**src/rtl/fifo_n2w_pkg.sv**
```systemverilog
// Shared defaults for the narrow-write / wide-read FIFO.
// A word read out is always two consecutive bytes.
package fifo_n2w_pkg;

    localparam int unsigned DEF_ADDR_WIDTH = 3;
    localparam int unsigned DEF_DATA_WIDTH = 8;
    localparam int unsigned BYTES_PER_WORD = 2;

endpackage

```
**src/rtl/fifo_n2w_if.sv**
```systemverilog
// Byte-in / pair-out FIFO bus; master is the producer/consumer side, slave is the FIFO.
interface fifo_n2w_if
    import fifo_n2w_pkg::*;
#(
    parameter int unsigned ADDR_WIDTH = DEF_ADDR_WIDTH,
    parameter int unsigned DATA_WIDTH = DEF_DATA_WIDTH
);

    logic                            wr;
    logic                            rd;
    logic [DATA_WIDTH-1:0]           w_data;
    logic [BYTES_PER_WORD*DATA_WIDTH-1:0] r_data;
    logic                            full;
    logic                            empty;
    logic [ADDR_WIDTH:0]             count;

    modport master (
        output wr, rd, w_data,
        input  r_data, full, empty, count
    );

    modport slave (
        input  wr, rd, w_data,
        output r_data, full, empty, count
    );

endinterface

```
**src/rtl/fifo_ctrl_n2w.sv**
```systemverilog
// Pointer/count bookkeeping for the byte-in / pair-out FIFO.
// Byte write pointer and pair read pointer both carry a wrap bit.
module fifo_ctrl_n2w #(
    parameter int unsigned ADDR_WIDTH = 3,
    parameter int unsigned RA_W       = (ADDR_WIDTH > 1) ? ADDR_WIDTH - 1 : 1
) (
    input  logic                  clk,
    input  logic                  reset,
    input  logic                  wr,
    input  logic                  rd,
    output logic [ADDR_WIDTH-1:0] w_addr,
    output logic [RA_W-1:0]       r_addr,
    output logic                  full,
    output logic                  empty,
    output logic [ADDR_WIDTH:0]   count
);

    localparam logic [ADDR_WIDTH:0]   FULL_CNT = {1'b1, {ADDR_WIDTH{1'b0}}};
    localparam logic [ADDR_WIDTH:0]   PAIR_CNT = (ADDR_WIDTH+1)'(2);
    localparam logic [ADDR_WIDTH:0]   W_ONE    = (ADDR_WIDTH+1)'(1);
    localparam logic [ADDR_WIDTH-1:0] R_ONE    = ADDR_WIDTH'(1);

    logic [ADDR_WIDTH:0]   w_ptr;
    logic [ADDR_WIDTH-1:0] r_ptr;
    logic                  we;
    logic                  re;

    // Occupancy in bytes; full/empty come from this, never from pointer equality.
    always_comb begin
        count = w_ptr - {r_ptr, 1'b0};
        full  = (count == FULL_CNT);
        empty = (count < PAIR_CNT);
        we    = wr & ~full;
        re    = rd & ~empty;
    end

    always_ff @(posedge clk) begin
        if (reset) begin
            w_ptr <= '0;
            r_ptr <= '0;
        end else begin
            if (we) w_ptr <= w_ptr + W_ONE;
            if (re) r_ptr <= r_ptr + R_ONE;
        end
    end

    assign w_addr = w_ptr[ADDR_WIDTH-1:0];

    // With a two-byte store there is only one pair slot.
    if (ADDR_WIDTH > 1) begin : g_raddr
        assign r_addr = r_ptr[ADDR_WIDTH-2:0];
    end else begin : g_raddr_one
        assign r_addr = '0;
    end

endmodule

```
**src/rtl/fifo_n2w.sv**
```systemverilog
// Narrow-write / wide-read FIFO: one byte in per write, oldest byte pair out per read.
// r_data is show-ahead, straight from storage at the head pair.
module fifo_n2w
    import fifo_n2w_pkg::*;
#(
    parameter int unsigned ADDR_WIDTH = DEF_ADDR_WIDTH,
    parameter int unsigned DATA_WIDTH = DEF_DATA_WIDTH
) (
    input  logic        clk,
    input  logic        reset,
    fifo_n2w_if.slave   bus
);

    localparam int unsigned DEPTH = 1 << ADDR_WIDTH;
    localparam int unsigned RA_W  = (ADDR_WIDTH > 1) ? ADDR_WIDTH - 1 : 1;

    logic [DATA_WIDTH-1:0] mem [DEPTH];
    logic [ADDR_WIDTH-1:0] w_addr;
    logic [RA_W-1:0]       r_addr;
    logic [ADDR_WIDTH-1:0] head_lo;
    logic [ADDR_WIDTH-1:0] head_hi;
    logic                  full;
    logic                  empty;
    logic [ADDR_WIDTH:0]   count;
    logic                  we;

    fifo_ctrl_n2w #(
        .ADDR_WIDTH (ADDR_WIDTH),
        .RA_W       (RA_W)
    ) u_ctrl (
        .clk    (clk),
        .reset  (reset),
        .wr     (bus.wr),
        .rd     (bus.rd),
        .w_addr (w_addr),
        .r_addr (r_addr),
        .full   (full),
        .empty  (empty),
        .count  (count)
    );

    assign we = bus.wr & ~full;

    // Pairs always start on an even byte address.
    if (ADDR_WIDTH > 1) begin : g_head
        assign head_lo = {r_addr, 1'b0};
        assign head_hi = {r_addr, 1'b1};
    end else begin : g_head_one
        assign head_lo = 1'b0;
        assign head_hi = 1'b1;
    end

    // Byte storage is intentionally not reset.
    always_ff @(posedge clk) begin
        if (we) mem[w_addr] <= bus.w_data;
    end

    always_comb begin
        bus.r_data = {mem[head_hi], mem[head_lo]};
        bus.full   = full;
        bus.empty  = empty;
        bus.count  = count;
    end

endmodule

```
**src/flat_wrapper.sv**
```systemverilog
// flat-port wrapper written by rule: the top's interface ports become plain ports
module fifo_n2w_flat import fifo_n2w_pkg::*;
#(
    parameter int unsigned ADDR_WIDTH = DEF_ADDR_WIDTH,
    parameter int unsigned DATA_WIDTH = DEF_DATA_WIDTH
)
  (clk, reset, bus_wr, bus_rd, bus_w_data, bus_r_data, bus_full, bus_empty, bus_count);
  fifo_n2w_if #(.ADDR_WIDTH(ADDR_WIDTH), .DATA_WIDTH(DATA_WIDTH)) bus_i ();
  input  logic clk;
  input  logic reset;
  input wire logic [$bits(bus_i.wr)-1:0] bus_wr;
  input wire logic [$bits(bus_i.rd)-1:0] bus_rd;
  input wire logic [$bits(bus_i.w_data)-1:0] bus_w_data;
  output wire logic [$bits(bus_i.r_data)-1:0] bus_r_data;
  output wire logic [$bits(bus_i.full)-1:0] bus_full;
  output wire logic [$bits(bus_i.empty)-1:0] bus_empty;
  output wire logic [$bits(bus_i.count)-1:0] bus_count;
  assign bus_i.wr = bus_wr;
  assign bus_i.rd = bus_rd;
  assign bus_i.w_data = bus_w_data;
  assign bus_r_data = bus_i.r_data;
  assign bus_full = bus_i.full;
  assign bus_empty = bus_i.empty;
  assign bus_count = bus_i.count;
  fifo_n2w #(.ADDR_WIDTH(ADDR_WIDTH), .DATA_WIDTH(DATA_WIDTH)) u_core (.clk(clk), .reset(reset), .bus(bus_i));
endmodule
```
**config.mk**
```make
export PLATFORM = sky130hd
export DESIGN_NAME = fifo_n2w_flat
export DESIGN_NICKNAME = d
export VERILOG_FILES = /design/src/rtl/fifo_n2w_pkg.sv /design/src/rtl/fifo_n2w_if.sv /design/src/rtl/fifo_ctrl_n2w.sv /design/src/rtl/fifo_n2w.sv /design/src/flat_wrapper.sv
export SDC_FILE = /design/constraint.sdc
export NUM_CORES = 1
export LEC_CHECK = 0
export ABC_AREA = 1
export BUFFER_PORTS_ARGS = -buffer_cell sky130_fd_sc_hd__buf_2
export CAP_MARGIN = 40
export CORE_MARGIN = 2
export CORE_UTILIZATION = 30
export DETAILED_ROUTE_END_ITERATION = 7
export PLACE_DENSITY = 0.55
export SYNTH_ARGS = -nofsm -noshare
export SYNTH_HDL_FRONTEND = slang
export SYNTH_SLANG_ARGS = --single-unit
```
**constraint.sdc**
```tcl
create_clock -name clk -period 5.4 [get_ports clk]
set_input_delay 0.27 -clock clk [delete_from_list [all_inputs] [get_ports clk]]
set_output_delay 0.27 -clock clk [all_outputs]
set_load 0.005 [all_outputs]
```
==> qor.csv <==
metric,value,unit
Nets,291,
Worst-path clk slew,0.07,ns
WL final,5961,um
post-layout minimum cycle time,2.637,ns
Hold Crit Class,in2reg,
WP data arrival,2.59,ns
mapped cell area,0.002970,mm^2
Post-Syn Nets,252,
Finish-stage setup viols,0,
clock tree buffer depth,2,
Yosys reg bits,73,
"Seq/Total Area, Yosys",0.7077,
Vert. Die Dim,103.5,um
Post-CTS Setup Repair Bufs,0,
Initial Utilization,0.3067,
fmax,379.2,MHz
dpl ws,2.750,ns
Residual DRC,0,
DP HPWL,4102,um
fin. max-slew vios,0,
Avg Vias per Cell,4.473,
port bufs,33,
hold slack final,0.1912,ns
die area,0.01071,mm^2
Worst-Margin Slew,0.7695,ns
Hold Path Stages,2,
worst slew margin relative to its limit,0.4851,
fraction of layout cells with a size suffix above 1,0.2437,
synthesis warning total,0,
worst vdd ir,0.0003164,V
initial drt markers,104,
router iterations before antenna repair,4,
Die Span X,103.5,um
first-pass GRT wire length,9515,um
CTS H-tree depth,3,
Routed Antenna Nets,0,
Startpoint Class,flop,
vias in the first global route,1799,
area occupied by multi-input gates,769.5,um^2
final worst slack,2.763,ns
clock tree from TritonCTS,done,
critical path depth,8,
unrepaired setup endpoints after global routing,no,
Slowest cell on crit path,nor2_1,
CP required,5.36,ns
critical setup path kind,reg2reg,
count of cell types in the netlist,27,
synth-to-layout area growth,18.91,%
crit path max fanout,8,
Layout Utilization,0.3647,
CTS Sinks,73,
vias,1843,
Setup TNS Final,0,ns
pin count of the biggest net entering global routing,34,
cts repair resizes,0,
Root Buffer,clkbuf_8,
sequential cell area,0.002102,mm^2
R2R cell count,8,
skew final,0.01098,ns
Leakage Power,1.286,nW
Final Hold Fails,0,
RD Place Congestion,0.7470,
status,finished clean,
Worst-Skew Late Latency,0.33,ns
cts hold-fix bufs,0,
power per cell area,507.1,mW/mm^2
endpoint class of the critical path,flop,
initial antenna violation count,0,
# diodes,0,
cell count after synthesis,236,
GR Util All Layers,0.1157,
MaxCap Viol Count,0,
gr ovfl total,0,
period utilization,0.4884,
fillers,955,
num rows,36,
syn_area_per_cell,12.59,um^2
critical-path cell list,inv_1 -> ha_1 -> fa_1 -> nand2_1 -> nor2_4 -> nand3_4 -> nand3b_4 -> nor2_1,
CP max stage delay,0.60,ns
core footprint,0.009684,mm^2
I/O pin total,34,
WP buf/inv,1,
CTS Buf Count,9,
drt wl/cell,14.47,um
"CP delay by family, top",simple AND/OR/NAND/NOR gates,
[metal layers]
| metal | GRT usage | up-vias | part of all wire |
|---|---|---|---|
| met3 | 0.02454 | 6 | 0.043 |
| met1 | 0.1453 | 876 | 0.45 |
| met4 | 0.05212 | 0 | 0.010 |
| met2 | 0.1925 | 46 | 0.50 |
| li1 | - | 915 | - |
| met5 | 0 | - | 0 |
[flip-flops by register name, summed over array words and instances, names as in the netlist, named ones only]
name,count
u_core.u_ctrl.w_ptr,4
u_core.mem,64
u_core.u_ctrl.r_ptr,3
[placed cells by master, fill, tap and decap left out]
cell / synthesis / layout
nor2_4: 1 / 1
nand3_4: 2 / 2
nand2_1: 14 / 14
dfxtp_1: 9 / 9
buf_2: 1 / 33
nand3_1: 7 / 7
nor2_1: 43 / 43
buf_4: 1 / 3
a21oi_1: 4 / 4
nor3_2: 1 / 1
ha_1: 3 / 3
nand3_2: 1 / 1
o21ai_0: 28 / 28
o22ai_1: 16 / 16
nand3b_4: 1 / 1
clkinv_2: 0 / 1
fa_1: 1 / 1
clkinv_1: 0 / 1
inv_1: 13 / 13
inv_2: 3 / 3
buf_8: 0 / 1
o21ai_1: 4 / 4
nand2_4: 2 / 2
clkinv_4: 0 / 1
xor2_1: 3 / 3
edfxtp_1: 64 / 64
nand2_2: 4 / 4
nor2_2: 1 / 1
a21oi_2: 1 / 1
bufinv_16: 0 / 3
nand3b_1: 1 / 1
clkbuf_8: 0 / 9
[kinds of logic (layout without fill, tap and decap cells)]
| group | after synthesis | count (layout) | share of synthesized area |
|---|---|---|---|
| adder cells (fa/ha/maj) | 4 | 4 | 0.01938 |
| AND/OR/NAND/NOR | 78 | 78 | 0.1335 |
| buffers and inverters | 25 | 68 | 0.03328 |
| AO/OA/AOI/OAI | 53 | 53 | 0.09731 |
| XOR/XNOR | 3 | 3 | 0.008847 |
| flip-flops | 73 | 73 | 0.7077 |
[report_power, final]
part	internal (mW)	total, mW	leakage (nW)	switching [mW]
clock network	0.303	0.492	0.117	0.190
registers	0.667	0.705	0.654	0.0381
logic	0.234	0.594	0.515	0.359
total	1.20	1.79	1.29	0.587
[worst paths after layout]
check             slack [ns]                                   to                                 from
setup / recovery        2.76           u_core.mem[2][0]$_DFFE_PP_  u_core.u_ctrl.w_ptr[1]$_SDFFE_PP0P_
hold / removal          0.19  u_core.u_ctrl.w_ptr[0]$_SDFFE_PP0P_                                reset
setup reg to reg        2.76           u_core.mem[2][0]$_DFFE_PP_  u_core.u_ctrl.w_ptr[1]$_SDFFE_PP0P_
hold reg to reg         0.49  u_core.u_ctrl.w_ptr[3]$_SDFFE_PP0P_  u_core.u_ctrl.w_ptr[3]$_SDFFE_PP0P_
[cells in the mapped netlist (all sizes together)]
library cell | n | area, um^2
nand3b | 2 | 27.53
nor3 | 1 | 10.01
a21oi | 5 | 28.78
nand3 | 10 | 80.07
o21ai | 32 | 160.2
buf | 2 | 12.51
o22ai | 16 | 100.1
ha | 3 | 37.54
nand2 | 20 | 100.1
xor2 | 3 | 26.28
fa | 1 | 20.02
dfxtp | 9 | 180.2
edfxtp | 64 | 1922
inv | 16 | 60.06
nor2 | 45 | 178.9
clkbuf | 7 | 26.28
[through the flow]
step	area (um^2)	std cells	total power [mW]
after floorplan	2970	236	1.090
after global placement	3271	394	1.307
after detailed placement	3293	396	1.324
after CTS	3525	411	1.813
after global routing	3532	412	1.913
final	3532	412	1.791
[cell type report]
cell class              instances  area share
multi-input cells             138      0.2179
clock buffers                   9     0.03507
well taps                     133     0.04711
clock inverters                 6     0.03046
repair buffers                 37     0.05739
flip-flops and latches         73      0.5951
inverters                      16     0.01700
[worst register-to-register path: cells and delay by family, from the launching register on]
kind                     cells  cell delay, ns
buffers and inverters        1            0.12
AND/OR/NAND/NOR              5            1.06
flip-flops                   1            0.40
adder cells (fa/ha/maj)      2            0.69
Power figures use the tool's default switching activity.
